## src/rtl/tmr_cnt_ctrl.sv

```systemverilog
// Timer counter control sequencer: drives clr/wren/tick strobes to TCNT
// and qualifies its overflow flag into sticky status and an interrupt line.
// Ports:
//   i_clk_sys, i_rst        clock, synchronous active-high reset
//   i_en, i_load            run enable level, load strobe
//   i_clk_sel               prescaler divide select (ratio 2^(sel+1))
//   i_ovf, i_ovf_clr        raw counter overflow, W1C status clear
//   i_ovf_ie                overflow interrupt enable
//   o_cnt_clr/wren/tick     mutually exclusive counter strobes
//   o_ovf_sts, o_irq        sticky overflow status, interrupt
//   o_state                 FSM state (IDLE=0 LOAD=1 RUN=2 STOP=3)
module tmr_cnt_ctrl #(
  parameter int PSC_SEL_W   = 2,
  parameter int PSC_W       = 4,
  parameter bit CLR_ON_STOP = 1'b1
) (
  input  logic                 i_clk_sys,
  input  logic                 i_rst,
  input  logic                 i_en,
  input  logic                 i_load,
  input  logic [PSC_SEL_W-1:0] i_clk_sel,
  input  logic                 i_ovf,
  input  logic                 i_ovf_clr,
  input  logic                 i_ovf_ie,
  output logic                 o_cnt_clr,
  output logic                 o_cnt_wren,
  output logic                 o_cnt_tick,
  output logic                 o_ovf_sts,
  output logic                 o_irq,
  output logic [1:0]           o_state
);

  typedef enum logic [1:0] {
    S_IDLE = 2'd0,
    S_LOAD = 2'd1,
    S_RUN  = 2'd2,
    S_STOP = 2'd3
  } state_t;

  state_t               r_state;
  state_t               w_state_nxt;
  logic [PSC_W-1:0]     r_psc;
  logic [PSC_W-1:0]     w_psc_nxt;
  logic [PSC_W-1:0]     w_div_m1;
  logic [PSC_SEL_W-1:0] r_sel;
  logic [PSC_SEL_W-1:0] w_sel_nxt;
  logic                 r_mask;
  logic                 r_ovf_sts;
  logic                 w_wren;
  logic                 w_clr;
  logic                 w_tick;
  logic                 w_ovf_q;

  // div-1 = 2^(sel+1)-1: the low sel+1 bits set
  always_comb begin
    w_div_m1 = '0;
    for (int i = 0; i < PSC_W; i++) begin
      w_div_m1[i] = (i <= int'(r_sel));
    end
  end

  // Strobes decode from state/prescaler registers only
  assign w_wren = (r_state == S_LOAD);
  assign w_clr  = (r_state == S_STOP) && CLR_ON_STOP;
  assign w_tick = (r_state == S_RUN) && (r_psc == w_div_m1);

  always_comb begin
    w_state_nxt = r_state;
    w_psc_nxt   = '0;
    w_sel_nxt   = r_sel;
    unique case (r_state)
      S_IDLE: begin
        if (i_load) begin
          w_state_nxt = S_LOAD;
        end else if (i_en) begin
          w_state_nxt = S_RUN;
          w_sel_nxt   = i_clk_sel;
        end
      end
      S_LOAD: begin
        if (i_en) begin
          w_state_nxt = S_RUN;
          w_sel_nxt   = i_clk_sel;
        end else begin
          w_state_nxt = S_IDLE;
        end
      end
      S_RUN: begin
        if (i_load) begin
          w_state_nxt = S_LOAD;
        end else if (!i_en) begin
          w_state_nxt = S_STOP;
        end else begin
          w_psc_nxt = w_tick ? '0 : r_psc + PSC_W'(1);
        end
      end
      S_STOP: begin
        w_state_nxt = S_IDLE;
      end
      default: begin
        w_state_nxt = S_IDLE;
      end
    endcase
  end

  // The counter's flag in the cycle after a write/clear may be a false
  // FF->00 transition, so it is masked for that one cycle.
  assign w_ovf_q = i_ovf && !r_mask;

  always_ff @(posedge i_clk_sys) begin
    if (i_rst) begin
      r_state   <= S_IDLE;
      r_psc     <= '0;
      r_sel     <= '0;
      r_mask    <= 1'b0;
      r_ovf_sts <= 1'b0;
    end else begin
      r_state <= w_state_nxt;
      r_psc   <= w_psc_nxt;
      r_sel   <= w_sel_nxt;
      r_mask  <= w_wren || w_clr;
      if (w_ovf_q) begin
        r_ovf_sts <= 1'b1;
      end else if (i_ovf_clr) begin
        r_ovf_sts <= 1'b0;
      end
    end
  end

  assign o_cnt_clr  = w_clr;
  assign o_cnt_wren = w_wren;
  assign o_cnt_tick = w_tick;
  assign o_ovf_sts  = r_ovf_sts;
  assign o_irq      = r_ovf_sts && i_ovf_ie;
  assign o_state    = r_state;

endmodule
```

## config.mk

```make
export PLATFORM = sky130hd
export DESIGN_NAME = tmr_cnt_ctrl
export DESIGN_NICKNAME = d
export VERILOG_FILES = /design/src/rtl/tmr_cnt_ctrl.sv
export SDC_FILE = /design/constraint.sdc
export NUM_CORES = 1
export LEC_CHECK = 0
export ABC_CLOCK_PERIOD_IN_PS = 1200
export CORE_AREA = 2 2 39 41
export DETAILED_ROUTE_END_ITERATION = 8
export DIE_AREA = 0 0 41 43
export PLACE_DENSITY = 0.67
export SYNTH_ARGS = -nofsm -noshare
export SYNTH_HDL_FRONTEND = slang
export SYNTH_SLANG_ARGS = --single-unit
```

## constraint.sdc

```tcl
create_clock -name i_clk_sys -period 1.2 [get_ports i_clk_sys]
set_input_delay 0.12 -clock i_clk_sys [delete_from_list [all_inputs] [get_ports i_clk_sys]]
set_output_delay 0.12 -clock i_clk_sys [all_outputs]
set_load 0.005 [all_outputs]
```

==> impl_results.rst <==
.. list-table::
   :header-rows: 1

   * - Metric
     - Value
   * - Clock tree from TritonCTS
     - done
   * - Total of buffers placed on input and output ports
     - 15
   * - Proportion of power drawn by flip-flops and latches
     - 0.490
   * - Total clock buffers created by CTS
     - 3
   * - Number of different library cells in the post-synthesis netlist
     - 21
   * - Failing checks
     - setup timing
   * - Register bit total from synthesis
     - 10
   * - CTS sink count
     - 10
   * - Worst Setup Slack, final
     - -0.265 ns
   * - Cell Rows
     - 14
   * - Setup repair after global routing missed its margin
     - true
   * - Worst-Margin Slew
     - 0.254 ns
   * - LEAKAGE
     - 0.000369 uW
   * - Initial core utilization
     - 0.348
   * - Commonest non-fill, non-tap cell in the layout
     - sky130_fd_sc_hd__buf_4
   * - Crit path max fanout
     - 2
   * - Hold violation count in the final report
     - 0
   * - Cells along the critical path
     - or2_4, a211oi_4, and3_1, buf_2
   * - Non-filler instance count after layout
     - 106
   * - Logic gate share of total power
     - 0.189
   * - Syn Nets
     - 64
   * - Number of global-route vias before repair
     - 528
   * - Crit Path Class
     - reg -> out
   * - Net total in the final layout
     - 102
   * - Post-DP HPWL
     - 941 um
   * - Type of the tightest min-delay check
     - in -> reg
   * - Routed Wire Length
     - 1320 um
   * - Fraction of final layout cells with drive strength greater than 1
     - 0.411
   * - DRC viols
     - 0
   * - Yosys Warn Count
     - 0
   * - Number of primary I/O pins
     - 16
   * - Maximum operating frequency
     - 683 MHz
   * - Post-detailed-route wirelength per cell
     - 12.5 um
   * - Required time of the worst setup path
     - 1.08 ns
   * - Count of final setup violators
     - 2
   * - H-tree depth
     - 1
   * - Share of the core filled with cells
     - 0.603
   * - Clk slew on worst S/H paths
     - 0.07 ns
   * - Number of pins with negative max-slew slack in the final report
     - 0
   * - Largest delay share family, worst path
     - simple AND/OR/NAND/NOR gates
   * - Total power divided by cell area
     - 867 mW/mm^2
   * - VDD IR max
     - 0.000361 V
   * - Switching pwr
     - 179 uW
   * - Routability Congestion
     - 0.772
   * - Leading cell types in the layout, fill and taps excluded
     - 16 x sky130_fd_sc_hd__buf_4, 8 x sky130_fd_sc_hd__clkdlybuf4s50_1
   * - Max Buffers Root-to-Sink
     - 2
   * - Number of antenna violations at the first check in global routing
     - 0
   * - Switching share of power
     - 0.247
   * - First-pass GRT wire length
     - 2150 um
   * - Synthesized area per cell
     - 8.92 sq um
   * - Worst path arrival time
     - 1.34 ns
   * - Maximum single-stage delay on the critical path
     - 0.32 ns
   * - Share of the synthesized area in the top cell type
     - 0.416
   * - Routed via count divided by cell count
     - 4.89
   * - Total Power
     - 724 uW
   * - Cell type contributing the most total cell area after synthesis
     - sky130_fd_sc_hd__dfxtp_1
   * - Later-pin clock latency in the skew report
     - 0.26 ns
   * - Launch instance of the worst min-delay path
     - i_ovf
   * - Total congestion overflow after global routing
     - 0
   * - Cell Count Post-Placement
     - 100
   * - Critical path capture point type
     - output port
   * - Ant. Diodes
     - 0
   * - Worst slew margin
     - 0.830
   * - Worst path buffer plus inverter count
     - 1
   * - Netlist Area Pre-Place
     - 482 sq um
   * - Number of nets still failing antenna checks after routing
     - 0
   * - Min Clock Period, post-route
     - 1.46 ns
   * - Buffer type at the clock tree root
     - sky130_fd_sc_hd__clkbuf_4
   * - Period utilization
     - 1.22
   * - Start point of the critical path
     - r_psc[3]
   * - Top post-synthesis cells by area
     - sky130_fd_sc_hd__dfxtp_1 42%, sky130_fd_sc_hd__nand2b_1 6.5%, sky130_fd_sc_hd__nor2b_1 6.5%, sky130_fd_sc_hd__nand3_1 5.2%, sky130_fd_sc_hd__nor4b_4 4.9%
   * - Share of synthesized area occupied by flip-flops and latches
     - 0.416
   * - Number of search-and-repair iterations in the first detailed-routing pass
     - 4
   * - Layout overhead on the synthesized area
     - 73.2%
   * - Filler instances
     - 128
   * - Maxcap violations
     - 0
   * - Largest net degree at the start of global routing
     - 9
   * - Setup slack at placement
     - -0.360 ns
   * - Total GRT Usage
     - 0.182
   * - Gate Count Post-Synth
     - 54
   * - Die Area
     - 0.00176 sq mm
   * - P_int
     - 545 uW
   * - Status
     - finished with violations
   * - Placeable core region
     - 0.00138 sq mm
   * - Max Clock Skew
     - 0.00283 ns
   * - Highest-delay cell along the critical path
     - sky130_fd_sc_hd__dfxtp_2
   * - Worst hold margin
     - 0.418 ns
   * - Startpoint of the worst-slack reg-to-reg timing path
     - r_psc[3]
   * - Number of design-rule violations left by the first detailed-router iteration
     - 5
   * - Via count of the routed design
     - 518
   * - Horizontal die dimension
     - 41 um
   * - Critical Path Start Type
     - flip-flop
   * - Setup slack, reg-to-reg
     - -0.02 ns
   * - Proportion of power drawn by the clock network
     - 0.321
   * - Height of the die
     - 43 um
-- power by group through the flow --
| stage | registers, uW | clock network, uW | logic [uW] |
|---|---|---|---|
| after global routing | 356 | 254 | 149 |
| after CTS | 355 | 234 | 134 |
| after detailed placement | 361 | 0 | 130 |
| after floorplan | 366 | 0 | 35.0 |
| final | 355 | 232 | 137 |
| after global placement | 361 | 0 | 127 |
-- metrics by stage --
step / area (sq um) / TNS [ns]
after detailed placement: 764 / -0.945
after CTS: 831 / -0.607
final: 835 / -0.280
after global placement: 764 / -0.933
after floorplan: 482 / 0
after global routing: 835 / -0.388
-- Yosys cell counts --
| cell | count |
|---|---|
| sky130_fd_sc_hd__nor3_1 | 1 |
| sky130_fd_sc_hd__o21ai_0 | 3 |
| sky130_fd_sc_hd__nand2_1 | 4 |
| sky130_fd_sc_hd__and2_1 | 2 |
| sky130_fd_sc_hd__inv_1 | 1 |
| sky130_fd_sc_hd__nor4_1 | 1 |
| sky130_fd_sc_hd__a31oi_1 | 2 |
| sky130_fd_sc_hd__and3_1 | 1 |
| sky130_fd_sc_hd__a21oi_1 | 4 |
| sky130_fd_sc_hd__ha_1 | 1 |
| sky130_fd_sc_hd__nor2_1 | 2 |
| sky130_fd_sc_hd__a211oi_2 | 1 |
| sky130_fd_sc_hd__nand2b_1 | 5 |
| sky130_fd_sc_hd__or2_0 | 1 |
| sky130_fd_sc_hd__nand3_1 | 5 |
| sky130_fd_sc_hd__a311oi_1 | 1 |
| sky130_fd_sc_hd__o2bb2ai_1 | 1 |
| sky130_fd_sc_hd__nor2b_1 | 5 |
| sky130_fd_sc_hd__dfxtp_1 | 10 |
| sky130_fd_sc_hd__xor2_1 | 2 |
| sky130_fd_sc_hd__nor4b_4 | 1 |
-- routing by layer --
metal,wire length (um),GRT usage
met5,0,0
met4,0,0.113
met3,84,0.0471
met1,573,0.219
met2,662,0.272
-- cell type report --
| type | instances | area [sq um] | area share |
|---|---|---|---|
| tap | 16 | 20.0 | 0.0240 |
| clock buffer | 3 | 22.5 | 0.0270 |
| timing repair buffer | 33 | 273 | 0.327 |
| multi-input combinational | 43 | 305 | 0.366 |
| sequential | 10 | 210 | 0.252 |
| inverter | 1 | 3.75 | 0.00450 |
-- what timing repair did --
action	4_1_cts	5_1_grt
pin swaps	6	5
endpoints found under the setup margin	10	6
hold buffers	0	0
gates cloned	0	0
resized for setup	22	11
setup buffers	6	1
-- sequential cells by signal, indices dropped and copies added, names as in the netlist --
name	cells
r_sel	2
o_ovf_sts	1
r_mask	1
o_state	2
r_psc	4
-- logic make-up after synthesis --
| group | count (synthesis) | share of synthesized area |
|---|---|---|
| buffers and inverters | 1 | 0.00778 |
| AOI/OAI and AO/OA | 12 | 0.161 |
| adders and majority gates | 1 | 0.0260 |
| xor gates and xnor gates | 2 | 0.0364 |
| and+or+nand+nor | 28 | 0.353 |
| DFF | 10 | 0.416 |
-- path summary, 6_finish.rpt --
kind | end | cells past startpoint
max reg2reg | r_psc[3] | 5
max | o_cnt_tick | 4
min reg2reg | o_ovf_sts | 2
min | o_ovf_sts | 3
-- tightest hold or removal path, cell delays in order --
cell and delay, ns:
sky130_fd_sc_hd__clkdlybuf4s50_1 0.40, sky130_fd_sc_hd__nand2b_1 0.07, sky130_fd_sc_hd__a21oi_1 0.06
(Power assumes the default switching activity.)
